[config.mk]
export PLATFORM = sky130hd
export DESIGN_NAME = apb_slave
export DESIGN_NICKNAME = d
export VERILOG_FILES = /design/src/rtl/apb_slave.sv
export SDC_FILE = /design/constraint.sdc
export NUM_CORES = 1
export LEC_CHECK = 0
export CORE_UTILIZATION = 60
export DETAILED_ROUTE_END_ITERATION = 10
export PLACE_DENSITY = 0.81
export SYNTH_ARGS = -nofsm -noshare
export SYNTH_HDL_FRONTEND = slang
export SYNTH_SLANG_ARGS = --single-unit
[constraint.sdc]
create_clock -name pclk -period 4.6 [get_ports pclk]
set_input_delay 0.69 -clock pclk [delete_from_list [all_inputs] [get_ports pclk]]
set_output_delay 0.69 -clock pclk [all_outputs]
set_load 0.005 [all_outputs]
[src/rtl/apb_slave.sv]
// APB register slave: NO_REGS x DATA_WIDTH register file with byte strobes and range/alignment errors.
// Latency: one setup cycle, then WAIT_STATES access cycles before pready; back-to-back transfers need no idle cycle.
// Backpressure: pready is held low while the wait counter runs. Define APB_SLAVE_PROT_CHECK_EN to reject unprivileged upper-half writes.
module apb_slave #(
    parameter int DATA_WIDTH  = 32,
    parameter int ADDR_WIDTH  = 10,
    parameter int NO_REGS     = 16,
    parameter int WAIT_STATES = 0
) (
    input  logic                    pclk,
    input  logic                    preset_n,
    input  logic                    psel,
    input  logic                    penable,
    input  logic                    pwrite,
    input  logic [ADDR_WIDTH-1:0]   paddr,
    input  logic [2:0]              pprot,
    input  logic [DATA_WIDTH-1:0]   pwdata,
    input  logic [DATA_WIDTH/8-1:0] pstrb,
    output logic                    pready,
    output logic [DATA_WIDTH-1:0]   prdata,
    output logic                    pslverr
);

    localparam int NB    = DATA_WIDTH / 8;
    localparam int REG_W = (NO_REGS > 1) ? $clog2(NO_REGS) : 1;

    typedef enum logic {
        IDLE   = 1'b0,
        ACCESS = 1'b1
    } state_t;

    state_t                  state;
    logic [3:0]              wait_cnt;
    logic [DATA_WIDTH-1:0]   regs [NO_REGS];

    // ------------------------------------------------------------------
    // Address decode
    // ------------------------------------------------------------------
    // Full word index (all upper address bits) for the range check; the
    // narrow select only picks a register once the access is known valid.
    logic [31:0]       word_idx;
    logic [REG_W-1:0]  reg_sel;
    logic              addr_err;
    logic              prot_err;
    logic              acc_err;
    logic              xfer_done;
    logic              wr_en;

    assign word_idx = 32'(paddr[ADDR_WIDTH-1:2]);
    assign reg_sel  = paddr[REG_W+1:2];
    assign addr_err = (paddr[1:0] != 2'b00) || (word_idx >= 32'(NO_REGS));

`ifdef APB_SLAVE_PROT_CHECK_EN
    // Upper half of the register file is writable only by privileged masters.
    logic unused_prot;
    assign unused_prot = ^pprot[2:1];
    assign prot_err    = pwrite && !pprot[0] && (word_idx >= 32'(NO_REGS / 2));
`else
    // Protection attributes play no part in access decode in this build.
    logic unused_prot;
    assign unused_prot = ^pprot;
    assign prot_err    = 1'b0;
`endif

    assign acc_err   = addr_err || prot_err;
    assign xfer_done = (state == ACCESS) && psel && penable && pready;
    assign wr_en     = xfer_done && pwrite && !acc_err;

    // ------------------------------------------------------------------
    // Transfer FSM
    // ------------------------------------------------------------------
    // pready is registered and tracks (state == ACCESS && wait_cnt == 0):
    // it rises on entry when no wait states are configured, otherwise on
    // the edge where the counter steps from 1 to 0.
    always_ff @(posedge pclk or negedge preset_n) begin
        if (!preset_n) begin
            state    <= IDLE;
            wait_cnt <= 4'd0;
            pready   <= 1'b0;
        end else begin
            case (state)
                IDLE: begin
                    // A lone penable without a setup phase is not a transfer.
                    if (psel && !penable) begin
                        state    <= ACCESS;
                        wait_cnt <= 4'(WAIT_STATES);
                        pready   <= (WAIT_STATES == 0);
                    end
                end
                ACCESS: begin
                    if (!psel) begin
                        // Master abandoned the transfer: drop it without side effects.
                        state    <= IDLE;
                        wait_cnt <= 4'd0;
                        pready   <= 1'b0;
                    end else if (penable && pready) begin
                        // Completion; a setup phase in the next cycle is picked up from IDLE.
                        state    <= IDLE;
                        pready   <= 1'b0;
                    end else if (wait_cnt != 4'd0) begin
                        wait_cnt <= wait_cnt - 4'd1;
                        pready   <= (wait_cnt == 4'd1);
                    end
                end
                default: begin
                    state    <= IDLE;
                    wait_cnt <= 4'd0;
                    pready   <= 1'b0;
                end
            endcase
        end
    end

    // ------------------------------------------------------------------
    // Register file
    // ------------------------------------------------------------------
    // Byte-strobed update on an error-free completing write only.
    always_ff @(posedge pclk or negedge preset_n) begin
        if (!preset_n) begin
            for (int r = 0; r < NO_REGS; r++) begin
                regs[r] <= '0;
            end
        end else if (wr_en) begin
            for (int b = 0; b < NB; b++) begin
                if (pstrb[b]) begin
                    regs[reg_sel][8*b +: 8] <= pwdata[8*b +: 8];
                end
            end
        end
    end

    // ------------------------------------------------------------------
    // Response
    // ------------------------------------------------------------------
    // Read data and error are only presented in the completing cycle;
    // otherwise both are held at zero so the bus mux sees a quiet slave.
    always_comb begin
        prdata  = '0;
        pslverr = 1'b0;
        if (pready) begin
            if (acc_err) begin
                pslverr = 1'b1;
            end else if (!pwrite) begin
                prdata = regs[reg_sel];
            end
        end
    end

endmodule

==> out/results.ini <==
[grt]
grt-ovfl-total=0
antenna_found_initial=7
grt_max_degree=110
grt_pass1_wl_mm=86.69
grt_usage_pct=28.09
grt_pass1_vias=14610

[detailed_routing]
antenna_left=0
drt_wl_total_mm=54.08
viasPerCell=6.389
drc=0
first_pass_iters=5
drt-wirelength-per-cell_um=25.64
dr.first_iter.drc_count=847
dr_total_vias=13475

[clocking]
cts_tree=done
cts_max_path_buffers=3
cts_buffers=52
cts_setup_buffers=0
htreeDepth=2
cts-root-buf=clkbuf_16
cts_hold_buf=0
clock_sinks=518
cts_resized=0
clk_pin_slew_worst_paths_ns=0.06
clock_latency_ns=0.58

[synthesis]
yosys-top-cells-area=dfrtp_1 54%, mux2_2 24%, mux4_2 12%
synth_cell_types=42
netlist_area_mm2=0.02402
synth_edf_count=0
netlist.area_leader.share_pct=53.97
yosysMostFrequentCell=mux2_2
yosysSeqAreaShare_pct=53.97
ys_ff_latch=518
syn_nets=1539
yosys.area.top_type=dfrtp_1
synthCells=1483
synth_ff_type=dfrtp_1
yosys-top-cells-count=520 x mux2_2, 518 x dfrtp_1, 128 x mux4_2
synthArstFlopShare_pct=100.0
ys_warn_count=0
syn_area_per_cell_um2=16.19

[floorplan]
start_util_pct=61.43
core_mm2=0.03910
die_width_um=202.1
die_h_um=202.1
io_pins=88
dieArea_mm2=0.04083
rows=72

[critical_path]
end_kind=output pin
arrival_ns=3.29
rr_endpoint=regs[118]
r2r-start=pready
cp-start-kind=input port
crit_end=prdata[12]
r2r_cells=5
cp_cell_sequence=clkdlybuf4s50_1, nor4b_1, buf_4, nand2_1, nor2_4, buf_4, a221o_1, clkdlybuf4s50_1
worstPathMaxFanout=13
cpPeakStageDelay_ns=0.52
cp_slowest_cell=clkdlybuf4s50_1
crit_path_start=pwrite
rrSetupSlack_ns=1.95
critPathRequiredTime_ns=3.91
criticalPathCategory=in -> out

[hold_path]
min_path_type=in -> async

[timing]
finalSetupTns_ns=0
fin_crit_sh_pct=86.59
fmax_mhz=251.1
slew_headroom_pct=34.32
skew_ns=0.007433
finalSetupViolations=0
rsz0062_at_grt=false
min_period_ns=3.983
hold_violations=0
slew_viol_final=0
worstMarginPinSlew_ns=0.9852

[finish]
syn2layout_area_growth_pct=13.18
fillers=2526
fin_util_pct=69.52
post_layout_nonfiller_instances=2109
nNetsFinal=1608
drive_gt1_share_pct=51.29
antenna_cells=0

[power]
vdd_drop_max_uv=303.3
powerDensity_mw_per_mm2=339.9
p_leak_nw=13.08

[status]
status=finished clean

[place]
gp_congestion=0.7657
hpwl_mm=34.26
dpl.cell_count=2016
place.port_buffers=84

[job]
drv_cap=0

metal layers:
layer	global-route usage [%]	vias up	wire, um
met2	44.75	357	26420
met5	0	-	83
li1	-	5758	-
met3	5.724	114	3231
met4	10.06	14	1700
met1	38.71	7232	22640
per-stage QoR:
stage,setup WS [ns],hold slack [ns],total power [mW],instance area [um2]
floorplan,1.420,0.3944,4.859,24020
global placement,0.6887,0.4686,5.088,25470
detailed placement,0.6525,0.4776,5.102,25470
CTS,0.6236,0.2028,9.327,27180
global route,0.5083,0.2436,9.528,27180
finish,0.6169,0.1663,9.238,27180
flip-flops by register name, summed over array words and instances, names as in the netlist:
register / count
pready: 1
wait_cnt: 4
state: 1
regs: 512
logic make-up after synthesis:
logic type / count (synthesis) / share of synthesized area [%]
mux: 672 / 37.51
buf+inv: 100 / 1.730
simple gates: 148 / 5.022
compound gates: 43 / 1.662
fa+ha+maj: 2 / 0.1042
flops: 518 / 53.97
worst max-delay path: cells and delay by family:
| family | cells | cell delay [ns] |
|---|---|---|
| buffers and inverters | 4 | 1.46 |
| and+or+nand+nor | 3 | 0.90 |
| AOI/OAI and AO/OA | 1 | 0.23 |
area by class of cell:
cell class / count / area, um2 / share of cell area, %
clock inverter: 14 / 157.7 / 0.5800
tap: 518 / 648.1 / 2.384
multi-input combinational: 865 / 10670 / 39.24
timing repair buffer: 112 / 1182 / 4.350
inverter: 3 / 11.26 / 0.04143
sequential: 518 / 12960 / 47.69
clock buffer: 79 / 1554 / 5.717
cell usage in the layout, fill, tap and decap left out, types with 3 or more instances in the layout:
cell / instances
mux2_2: 520
dfrtp_1: 518
mux4_2: 128
clkdlybuf4s50_1: 80
clkbuf_16: 53
nor2b_1: 35
a221o_1: 32
nor3_4: 30
mux2_1: 24
buf_4: 18
nand2_1: 15
nor2_2: 14
clkbuf_1: 13
clkbuf_8: 13
nand4_1: 12
buf_12: 10
nor2_1: 7
nand3_1: 7
clkinv_2: 7
or2_2: 4
or4_1: 4
inv_1: 3
o31ai_1: 3
bufinv_16: 3
how the worst min path moves through the flow:
stage / depth (start not counted) / slack, ns / from / to
floorplan: 0 / 0.39 / preset_n / pready
global placement: 1 / 0.47 / regs[445] / regs[445]
detailed placement: 1 / 0.48 / regs[440] / regs[440]
CTS: 1 / 0.20 / preset_n / state
global route: 1 / 0.24 / preset_n / wait_cnt[3]
finish: 1 / 0.17 / preset_n / wait_cnt[3]
where the power goes:
part / switching, mW / internal, mW / leakage, nW / total, mW
Clock: 1.74 / 2.49 / 0.840 / 4.22
Combinational: 0.296 / 0.138 / 5.01 / 0.434
Sequential: 0.0126 / 4.57 / 7.24 / 4.58
Total: 2.04 / 7.19 / 13.1 / 9.24
No activity file was read; power rests on OpenSTA's default activity.
